## src/rtl/inchan_rc_pkg.sv

```systemverilog
// Shared flit format, port indices, FSM encoding and XY route helper for the input channel.
package inchan_rc_pkg;

    localparam int unsigned FLIT_W   = 34;
    localparam int unsigned TYPE_LSB = 32;
    localparam int unsigned TYPE_W   = 2;
    localparam int unsigned DSTX_LSB = 4;
    localparam int unsigned DSTY_LSB = 0;
    localparam int unsigned COORD_W  = 4;
    localparam int unsigned PORTW    = 3;

    typedef enum logic [TYPE_W-1:0] {
        FT_HEAD   = 2'b00,
        FT_BODY   = 2'b01,
        FT_TAIL   = 2'b10,
        FT_SINGLE = 2'b11
    } flit_type_e;

    localparam logic [PORTW-1:0] PORT_LOCAL = 3'd0;
    localparam logic [PORTW-1:0] PORT_W     = 3'd1;
    localparam logic [PORTW-1:0] PORT_S     = 3'd2;
    localparam logic [PORTW-1:0] PORT_E     = 3'd3;
    localparam logic [PORTW-1:0] PORT_N     = 3'd4;

    typedef enum logic {
        ST_IDLE   = 1'b0,
        ST_ACTIVE = 1'b1
    } state_e;

    // Dimension-ordered routing: resolve X completely before Y.
    function automatic logic [PORTW-1:0] route_xy(
        input logic [COORD_W-1:0] dst_x,
        input logic [COORD_W-1:0] dst_y,
        input logic [COORD_W-1:0] here_x,
        input logic [COORD_W-1:0] here_y
    );
        logic [PORTW-1:0] p;
        if (dst_x > here_x)      p = PORT_E;
        else if (dst_x < here_x) p = PORT_W;
        else if (dst_y > here_y) p = PORT_S;
        else if (dst_y < here_y) p = PORT_N;
        else                     p = PORT_LOCAL;
        return p;
    endfunction

    // Flit opens a packet.
    function automatic logic is_head(input flit_type_e t);
        return (t == FT_HEAD) || (t == FT_SINGLE);
    endfunction

    // Flit closes a packet.
    function automatic logic is_tail(input flit_type_e t);
        return (t == FT_TAIL) || (t == FT_SINGLE);
    endfunction

endpackage

```

## src/rtl/inchan_rc_flitfifo.sv

```systemverilog
// Small circular flit buffer; no write bypass when full, head data read combinationally.
module inchan_rc_flitfifo #(
    parameter int unsigned DEPTH = 4,
    parameter int unsigned DATAW = 34
) (
    input  logic             clk,
    input  logic             rst_,
    input  logic             push_i,
    input  logic [DATAW-1:0] wdata_i,
    input  logic             pop_i,
    output logic [DATAW-1:0] rdata_o,
    output logic             full_o,
    output logic             empty_o
);

    localparam int unsigned AW = (DEPTH > 1) ? $clog2(DEPTH) : 1;
    localparam int unsigned CW = $clog2(DEPTH + 1);

    logic [DATAW-1:0] mem_q [DEPTH];
    logic [AW-1:0]    wr_ptr_q, wr_ptr_d;
    logic [AW-1:0]    rd_ptr_q, rd_ptr_d;
    logic [CW-1:0]    count_q,  count_d;
    logic             do_push;
    logic             do_pop;

    assign full_o  = (count_q == CW'(DEPTH));
    assign empty_o = (count_q == '0);
    assign do_push = push_i & ~full_o;
    assign do_pop  = pop_i & ~empty_o;
    assign rdata_o = mem_q[rd_ptr_q];

    // Pointer and occupancy next-state; pointers wrap naturally since DEPTH is a power of two.
    always_comb begin
        wr_ptr_d = wr_ptr_q;
        rd_ptr_d = rd_ptr_q;
        count_d  = count_q;
        if (do_push) wr_ptr_d = wr_ptr_q + AW'(1);
        if (do_pop)  rd_ptr_d = rd_ptr_q + AW'(1);
        if (do_push && !do_pop)      count_d = count_q + CW'(1);
        else if (!do_push && do_pop) count_d = count_q - CW'(1);
    end

    // Pointer and occupancy registers.
    always_ff @(posedge clk) begin
        if (rst_) begin
            wr_ptr_q <= '0;
            rd_ptr_q <= '0;
            count_q  <= '0;
        end else begin
            wr_ptr_q <= wr_ptr_d;
            rd_ptr_q <= rd_ptr_d;
            count_q  <= count_d;
        end
    end

    // Storage array; contents need no reset because occupancy gates every read.
    always_ff @(posedge clk) begin
        if (do_push) mem_q[wr_ptr_q] <= wdata_i;
    end

endmodule

```

## src/rtl/inchan_rc.sv

```systemverilog
// Router input channel: flit buffer, XY route computation and wormhole request hold.
module inchan_rc
    import inchan_rc_pkg::*;
#(
    parameter int unsigned XADDR = 0,
    parameter int unsigned YADDR = 0,
    parameter int unsigned DEPTH = 4,
    parameter int unsigned DATAW = 34
) (
    input  logic             clk,
    input  logic             rst_,
    input  logic [DATAW-1:0] idata,
    input  logic             ivalid,
    output logic             irdy,
    output logic [DATAW-1:0] odata,
    output logic [PORTW-1:0] port,
    output logic             req,
    input  logic             grt,
    input  logic             nrdy,
    output logic             err
);

    state_e           state_q, state_d;
    logic [PORTW-1:0] port_q,  port_d;
    logic             err_q,   err_d;
    logic             full;
    logic             empty;
    logic             push;
    logic             pop;
    logic             send;
    flit_type_e       htype;
    logic [COORD_W-1:0] dst_x;
    logic [COORD_W-1:0] dst_y;

    assign irdy  = ~full;
    assign push  = ivalid & irdy;
    assign port  = port_q;
    assign err   = err_q;
    assign htype = flit_type_e'(odata[TYPE_LSB +: TYPE_W]);
    assign dst_x = odata[DSTX_LSB +: COORD_W];
    assign dst_y = odata[DSTY_LSB +: COORD_W];

    inchan_rc_flitfifo #(
        .DEPTH (DEPTH),
        .DATAW (DATAW)
    ) u_fifo (
        .clk     (clk),
        .rst_    (rst_),
        .push_i  (push),
        .wdata_i (idata),
        .pop_i   (pop),
        .rdata_o (odata),
        .full_o  (full),
        .empty_o (empty)
    );

    // Packet FSM: route heads in IDLE, drop stray body/tail flits, hold req across the packet.
    always_comb begin
        state_d = state_q;
        port_d  = port_q;
        err_d   = err_q;
        pop     = 1'b0;
        req     = 1'b0;
        send    = 1'b0;
        case (state_q)
            ST_IDLE: begin
                if (!empty) begin
                    if (is_head(htype)) begin
                        port_d  = route_xy(dst_x, dst_y, COORD_W'(XADDR), COORD_W'(YADDR));
                        state_d = ST_ACTIVE;
                    end else begin
                        pop   = 1'b1;
                        err_d = 1'b1;
                    end
                end
            end
            ST_ACTIVE: begin
                req  = 1'b1;
                send = ~empty & grt & nrdy;
                if (send) begin
                    pop = 1'b1;
                    if (is_tail(htype)) state_d = ST_IDLE;
                end
            end
            default: state_d = ST_IDLE;
        endcase
    end

    // FSM state, latched output port and sticky error.
    always_ff @(posedge clk) begin
        if (rst_) begin
            state_q <= ST_IDLE;
            port_q  <= PORT_LOCAL;
            err_q   <= 1'b0;
        end else begin
            state_q <= state_d;
            port_q  <= port_d;
            err_q   <= err_d;
        end
    end

endmodule

```

## config.mk

```make
export PLATFORM = sky130hd
export DESIGN_NAME = inchan_rc
export DESIGN_NICKNAME = d
export VERILOG_FILES = /design/src/rtl/inchan_rc_pkg.sv /design/src/rtl/inchan_rc_flitfifo.sv /design/src/rtl/inchan_rc.sv
export SDC_FILE = /design/constraint.sdc
export NUM_CORES = 1
export LEC_CHECK = 0
export ABC_AREA = 1
export BUFFER_PORTS_ARGS = -buffer_cell sky130_fd_sc_hd__clkbuf_2
export CAP_MARGIN = 25
export CORE_ASPECT_RATIO = 2
export CORE_MARGIN = 4
export CORE_UTILIZATION = 61
export DETAILED_ROUTE_END_ITERATION = 8
export GPL_TIMING_DRIVEN = 0
export PLACE_DENSITY = 0.92
export SYNTH_ARGS = -nofsm -noshare
export SYNTH_HDL_FRONTEND = slang
export SYNTH_HIERARCHICAL = 1
export SYNTH_SLANG_ARGS = --single-unit
```

## constraint.sdc

```tcl
create_clock -name clk -period 4.5 [get_ports clk]
set_clock_uncertainty 0.2 [all_clocks]
set_input_delay 0.9 -clock clk [delete_from_list [all_inputs] [get_ports clk]]
set_output_delay 0.9 -clock clk [all_outputs]
set_load 0.1 [all_outputs]
```

* Word level (Yosys, flattened, before mapping)
Memories as Yosys holds them, arrays and structs flattened. A register that Yosys moved wholly into a read port is not among the register bits.
Index checks and enable logic that the tools add are counted.
** Cells by class
- Order comparisons :: 4
- $add $sub $neg :: 4
- Equal/unequal tests :: 3
- Bitwise gates (word level) :: 9
- Muxes and demuxes :: 20
- Reductions and logical operators :: 11
** Operator list (number)
- 3-bit 2-to-1 mux :: 6
- 1-bit 2-to-1 mux :: 10
- 4-bit by 1-bit greater-than comparator with 1-bit output, second input constant :: 2
- 4-bit by 1-bit < comparator with 1-bit output, second input constant :: 2
- 3-bit AND reduction :: 2
- 1-bit bitwise AND :: 5
- 2-bit by 1-bit adder with 2-bit output, second input constant :: 2
- 2-bit == test, second input constant :: 2
- 2-bit 2-to-1 mux :: 2
- 1-bit inverter :: 4
- 1-bit one-hot mux with 2 select lines :: 2
- 3-bit by 1-bit adder with 3-bit output, second input constant :: 1
- 3-bit == test, second input constant :: 1
- 3-bit zero test :: 1
- 3-bit by 1-bit subtractor with 3-bit output, second input constant :: 1
- 1-bit logical AND :: 2
- 1-bit zero test :: 2
- 2-bit zero test :: 1
- 1-bit logical OR :: 2
- 2-bit nonzero test :: 1
** Storage, ports and cells
- Word-level logic and storage cells :: 58
- Bits of input ports :: 39
- Output and inout port bits :: 40
- Register bits after elaboration :: 12
- Memories :: 1
- RAM bits :: 136
** Memories
- u_fifo.mem_q :: words 4, width 34, rd ports 1, clocked after memory_dff 1, wr ports 1, RTL line inchan_rc_flitfifo.sv:19 : logic [DATAW-1:0] mem_q [DEPTH];

* Depth between registers and ports, before layout
- Word-level depth :: 10
- Mapped depth :: 20
- Mapped depth without buffers :: 18

* Hierarchy
Netlist, hierarchy kept.
** By module, submodules not included
- inchan_rc_flitfifo :: sequential area each 4264.1 um^2, times used 1, area each 5735.5 um^2, cells each 399
- inchan_rc :: sequential area each 80.1 um^2, times used 1, area each 266.5 um^2, cells each 43

* Worst setup path after synthesis
No wires, ideal clock.
- Kind :: reg2reg
- Start point :: reg with a tool-made name
- End point :: reg u_fifo.count_q[2]
- Required time :: 4.187 ns
- Buffers on the path :: 2
- Library setup time :: 0.113 ns
- Setup slack :: 0.192 ns
- Arrival time :: 3.995 ns
- Clock period less this slack :: 4.308 ns
- Cell stages (with the launch flop) :: 21
- Path through :: dfxtp_1 buf_6 inv_6 buf_2 o21ai_0 o22ai_1 inv_1 ha_1 nor2_1 nand2_1 nand2_1 nand2_1 ha_1 inv_1 fa_1 inv_1 nand2_1 nand3_1 nand2_1 nand2_1 nor2_1
** RTL lines
- end signal, assigned :: RTL line inchan_rc_flitfifo.sv:52 : count_q <= count_d;
- end, declared :: RTL line inchan_rc_flitfifo.sv:22 : logic [CW-1:0] count_q, count_d;

==> Flow_metrics.wiki <==
{| class="wikitable"
! Metric !! Value
|-
| Clock tree root driver cell || clkbuf_16
|-
| Wire length on met3 || approximately 830 um
|-
| GRT Residual Overflow || 0
|-
| WS Path Type || flop to flop
|-
| Routed met1 length || around 4600 um
|-
| Row cnt || slightly above 50
|-
| Total routed wirelength || approximately 14,000 um
|-
| Static leakage power || 2.71 nW
|-
| Fraction of final layout cells sized beyond drive strength 1 || about a third
|-
| Relative slew margins || between 50% and 60%
|-
| Share of synthesized area occupied by flip-flops and latches || between 70% and 80%
|-
| Proportion of netlist area held by the largest area contributor || around two thirds
|-
| Area used by sequential logic in the layout || about 4300 um2
|-
| Initial DRC Count || about 260
|-
| RSZ-0062 raised after global routing || false
|-
| Run status || complete, no violations
|-
| Die Width || between 70 and 80 um
|-
| Total clock buffers created by CTS || 17
|-
| Most repeated library cell on the critical path || nand2_1
|-
| Cell type contributing the most total cell area after synthesis || edfxtp_1
|-
| Combined area of the multi-input logic cells || approximately 1400 um2
|-
| Count of final max-slew check failures || 0
|-
| Post-DRT Antenna Nets || 0
|-
| Number of post-CTS setup repair buffers || 0
|-
| # nets final || between 500 and 600
|-
| Count of boundary I/O pins || 79
|-
| Diode count || 0
|-
| Post-cts hold buffer count || 0
|-
| Crit share post-route || 79.0%
|-
| Unique masters post-synth || 26
|-
| Nature of the critical path startpoint || flop
|-
| Filler Cell Count || 550
|-
| Port Buffer Count || 77
|-
| Worst r2r dst || u_fifo/count_q[1]
|-
| Cell area power density || roughly 710 nW/um2
|-
| Area growth from synthesis to final layout || 21.2%
|-
| Number of vias in the routed layout || roughly 4,000
|-
| Later-pin clock latency in the skew report || 0.41 ns
|-
| Number of max-cap violations || 0
|-
| Top layer used by detailed routing || met4
|-
| Cell count of the worst hold path || 2
|-
| Area of the die || between 10,000 and 15,000 um2
|-
| DR vias/cell || between 5 and 6
|-
| Arrival @ worst endpoint || around 3.7 ns
|-
| Hold Crit Start || err
|-
| Largest incremental delay on the critical path || 0.49 ns
|-
| Cell family with the largest share of critical-path delay || adder cells
|-
| Syn nets || between 400 and 500
|-
| Number of antenna violations at the first check in global routing || 0
|-
| Worst slew pin tran || 0.634 ns
|-
| DR WL met2 || between 7000 and 8000 um
|-
| Fmax || approximately 280 MHz
|-
| Worst reg2reg setup slack || 0.94 ns
|-
| Type of the tightest min-delay check || flop to flop
|-
| Overall die height || ~150 um
|-
| Pin count of the biggest net entering global routing || 28
|-
| Setup Total Neg Slack || 0 ns
|-
| Setup Viol. Count Final || 0
|-
| GRT Resource Usage Total || ~25%
|-
| CP bufs+invs || 2
|-
| CTS tree || yes
|-
| Slowest stage cell, crit path || dfxtp_1
|-
| Vias in the first global route || between 4,000 and 5,000
|-
| Worst-case hold slack || ~0.26 ns
|-
| Global-route wire length before repair || between 20,000 and 25,000 um
|-
| Hold worst-path end || err
|-
| Combined area of all synthesized cells || 6000 um2
|-
| Post-DP HPWL || a little under 9000 um
|-
| Depth of the CTS H-tree || 4
|-
| Clock transition at the registers of the reported paths || ~0.06 ns
|-
| Kind of end point of the critical path || flop
|-
| Clk sink count || between 100 and 150
|-
| Final hold violation count || 0
|-
| Quantity of gates resized following cts || 0
|-
| Min cycle time layout || between 3 and 4 ns
|-
| Worst reg2reg path depth || 13
|-
| Core Area || 9700 um2
|-
| Number of cells produced by synthesis || 442
|-
| Endpoint required time on the critical path || between 4 and 5 ns
|-
| Biggest area contributors in the synthesized netlist || edfxtp_1 (68%), o21ai_0 (5.4%), nor2_1 (4.4%)
|-
| Routed wirelength normalized by instance count || around 20 um
|-
| Total design power || between 5 and 6 mW
|-
| Total number of yosys warnings || 6
|-
| Flip-flop and latch count after synthesis || approximately 150
|-
| Critical-path maximum fanout || 10
|-
| Effective utilization at floorplan || around 62%
|-
| Number of iterations in the first detailed-routing pass || 7
|-
| Average cell area after synthesis || 13.6 um2
|-
| Routability Congestion || 0.771
|-
| Cell breakdown of the critical path || buf_2 > o21ai_0 > o22ai_1 > ha_1 > nor2_1 > nand2_1 > nand2_1 > nand2_1 > ha_1 > inv_1 > fa_1 > o21ai_0 > nor2_1
|-
| Maximum VDD drop || around 0.67 mV
|-
| DRC || 0
|-
| Maximum clock path buffer count || 2
|}
-- worst max-delay path by stage --
stage | start | end | slack, ns | depth (start not counted)
floorplan | flop | u_fifo/count_q[2] | 0.19 | 20
global placement | ivalid | u_fifo/mem_q[3][10] | 0.21 | 5
detailed placement | flop | u_fifo/count_q[1] | 1.13 | 13
CTS | flop | u_fifo/count_q[1] | 1.01 | 14
global route | flop | u_fifo/count_q[2] | 0.74 | 18
finish | flop | u_fifo/count_q[1] | 0.94 | 13
-- cell type report --
| cell class | count | area share [%] |
|---|---|---|
| tap | 132 | 2.27 |
| sequential | 149 | 59.7 |
| buffer | 22 | 2.41 |
| clock buffer | 19 | 5.95 |
| multi-input combinational | 246 | 19.4 |
| timing repair buffer | 81 | 6.61 |
| clock inverter | 12 | 2.22 |
| inverter | 25 | 1.36 |
-- synth_stat cells --
| cell | n |
|---|---|
| nor2_2 | 21 |
| inv_2 | 2 |
| ha_1 | 7 |
| nor2_1 | 70 |
| fa_1 | 1 |
| buf_2 | 12 |
| inv_1 | 22 |
| inv_6 | 1 |
| o22ai_2 | 20 |
| buf_12 | 3 |
| buf_4 | 3 |
| nand3_1 | 4 |
| o22ai_1 | 14 |
| clkbuf_2 | 2 |
| a21oi_1 | 6 |
| o21ai_0 | 65 |
| conb_1 | 1 |
| edfxtp_1 | 136 |
| xor2_1 | 1 |
| nand3_2 | 1 |
| nand3b_1 | 1 |
| buf_6 | 2 |
| o21ai_1 | 5 |
| dfxtp_1 | 13 |
| nand2_2 | 2 |
| nand2_1 | 27 |
-- per-stage QoR --
stage | worst slack (ns) | utilization [%] | cell area (um2) | instances
floorplan | 0.192 | - | 6000 | 442
global placement | 0.212 | 67.6 | 6550 | 651
finish | 0.944 | 75.0 | 7270 | 686
global route | 0.738 | 75.0 | 7270 | 686
CTS | 1.01 | 75.0 | 7270 | 686
detailed placement | 1.13 | 68.8 | 6680 | 655
-- report_power, final --
group          leakage [nW]  switching (mW)  total (mW)  internal [mW]
Combinational          1.09            1.57        1.95          0.371
Sequential             1.35          0.0693        1.79           1.72
Clock                 0.277           0.493        1.41          0.913
-- logic make-up after synthesis --
family                   Yosys count  share of synthesized area [%]
AND/OR/NAND/NOR                  126                           9.09
other                              1                         0.0625
AO/OA/AOI/OAI                    110                           12.0
adder cells (fa/ha/maj)            8                           1.79
buffers and inverters             47                           4.57
flip-flops                       149                           72.4
XOR/XNOR                           1                          0.146
-- tightest hold or removal path, delay by kind of cell, from the launching register on --
| family | cells | cell delay (ns) |
|---|---|---|
| flip-flops | 1 | 0.31 |
| AO/OA/AOI/OAI | 1 | 0.06 |
| buffers and inverters | 1 | 0.05 |
-- metal layers --
metal  up-vias  track usage [%]
met2       207             45.5
li1       1797                -
met1      1929             26.0
met3        36             4.67
met4         0             12.6
met5         -                0
-- placed cells by master, fill, tap and decap left out, types with 3 or more instances in the layout --
master / Yosys / routed
o22ai_2: 20 / 20
buf_2: 12 / 12
buf_4: 3 / 3
ha_1: 7 / 7
nor2_1: 70 / 66
nor2_4: 0 / 4
nand2_1: 27 / 27
buf_12: 3 / 5
edfxtp_1: 136 / 136
o21ai_1: 5 / 5
dfxtp_1: 13 / 13
nand3_1: 4 / 4
inv_1: 22 / 22
bufinv_16: 0 / 4
o21ai_0: 65 / 65
clkinv_1: 0 / 5
nor2_2: 21 / 21
a21oi_1: 6 / 6
clkbuf_16: 0 / 17
clkbuf_2: 2 / 79
clkinvlp_4: 0 / 3
o22ai_1: 14 / 14
-- flip-flops by register name (all words and copies together) (netlist names), named ones only --
signal / cells
err: 1
u_fifo/mem_q: 136
state_q: 1
u_fifo/rd_ptr_q: 2
port: 2
u_fifo/count_q: 3
u_fifo/wr_ptr_q: 2
Note: power is estimated with default switching activity, not from simulation.
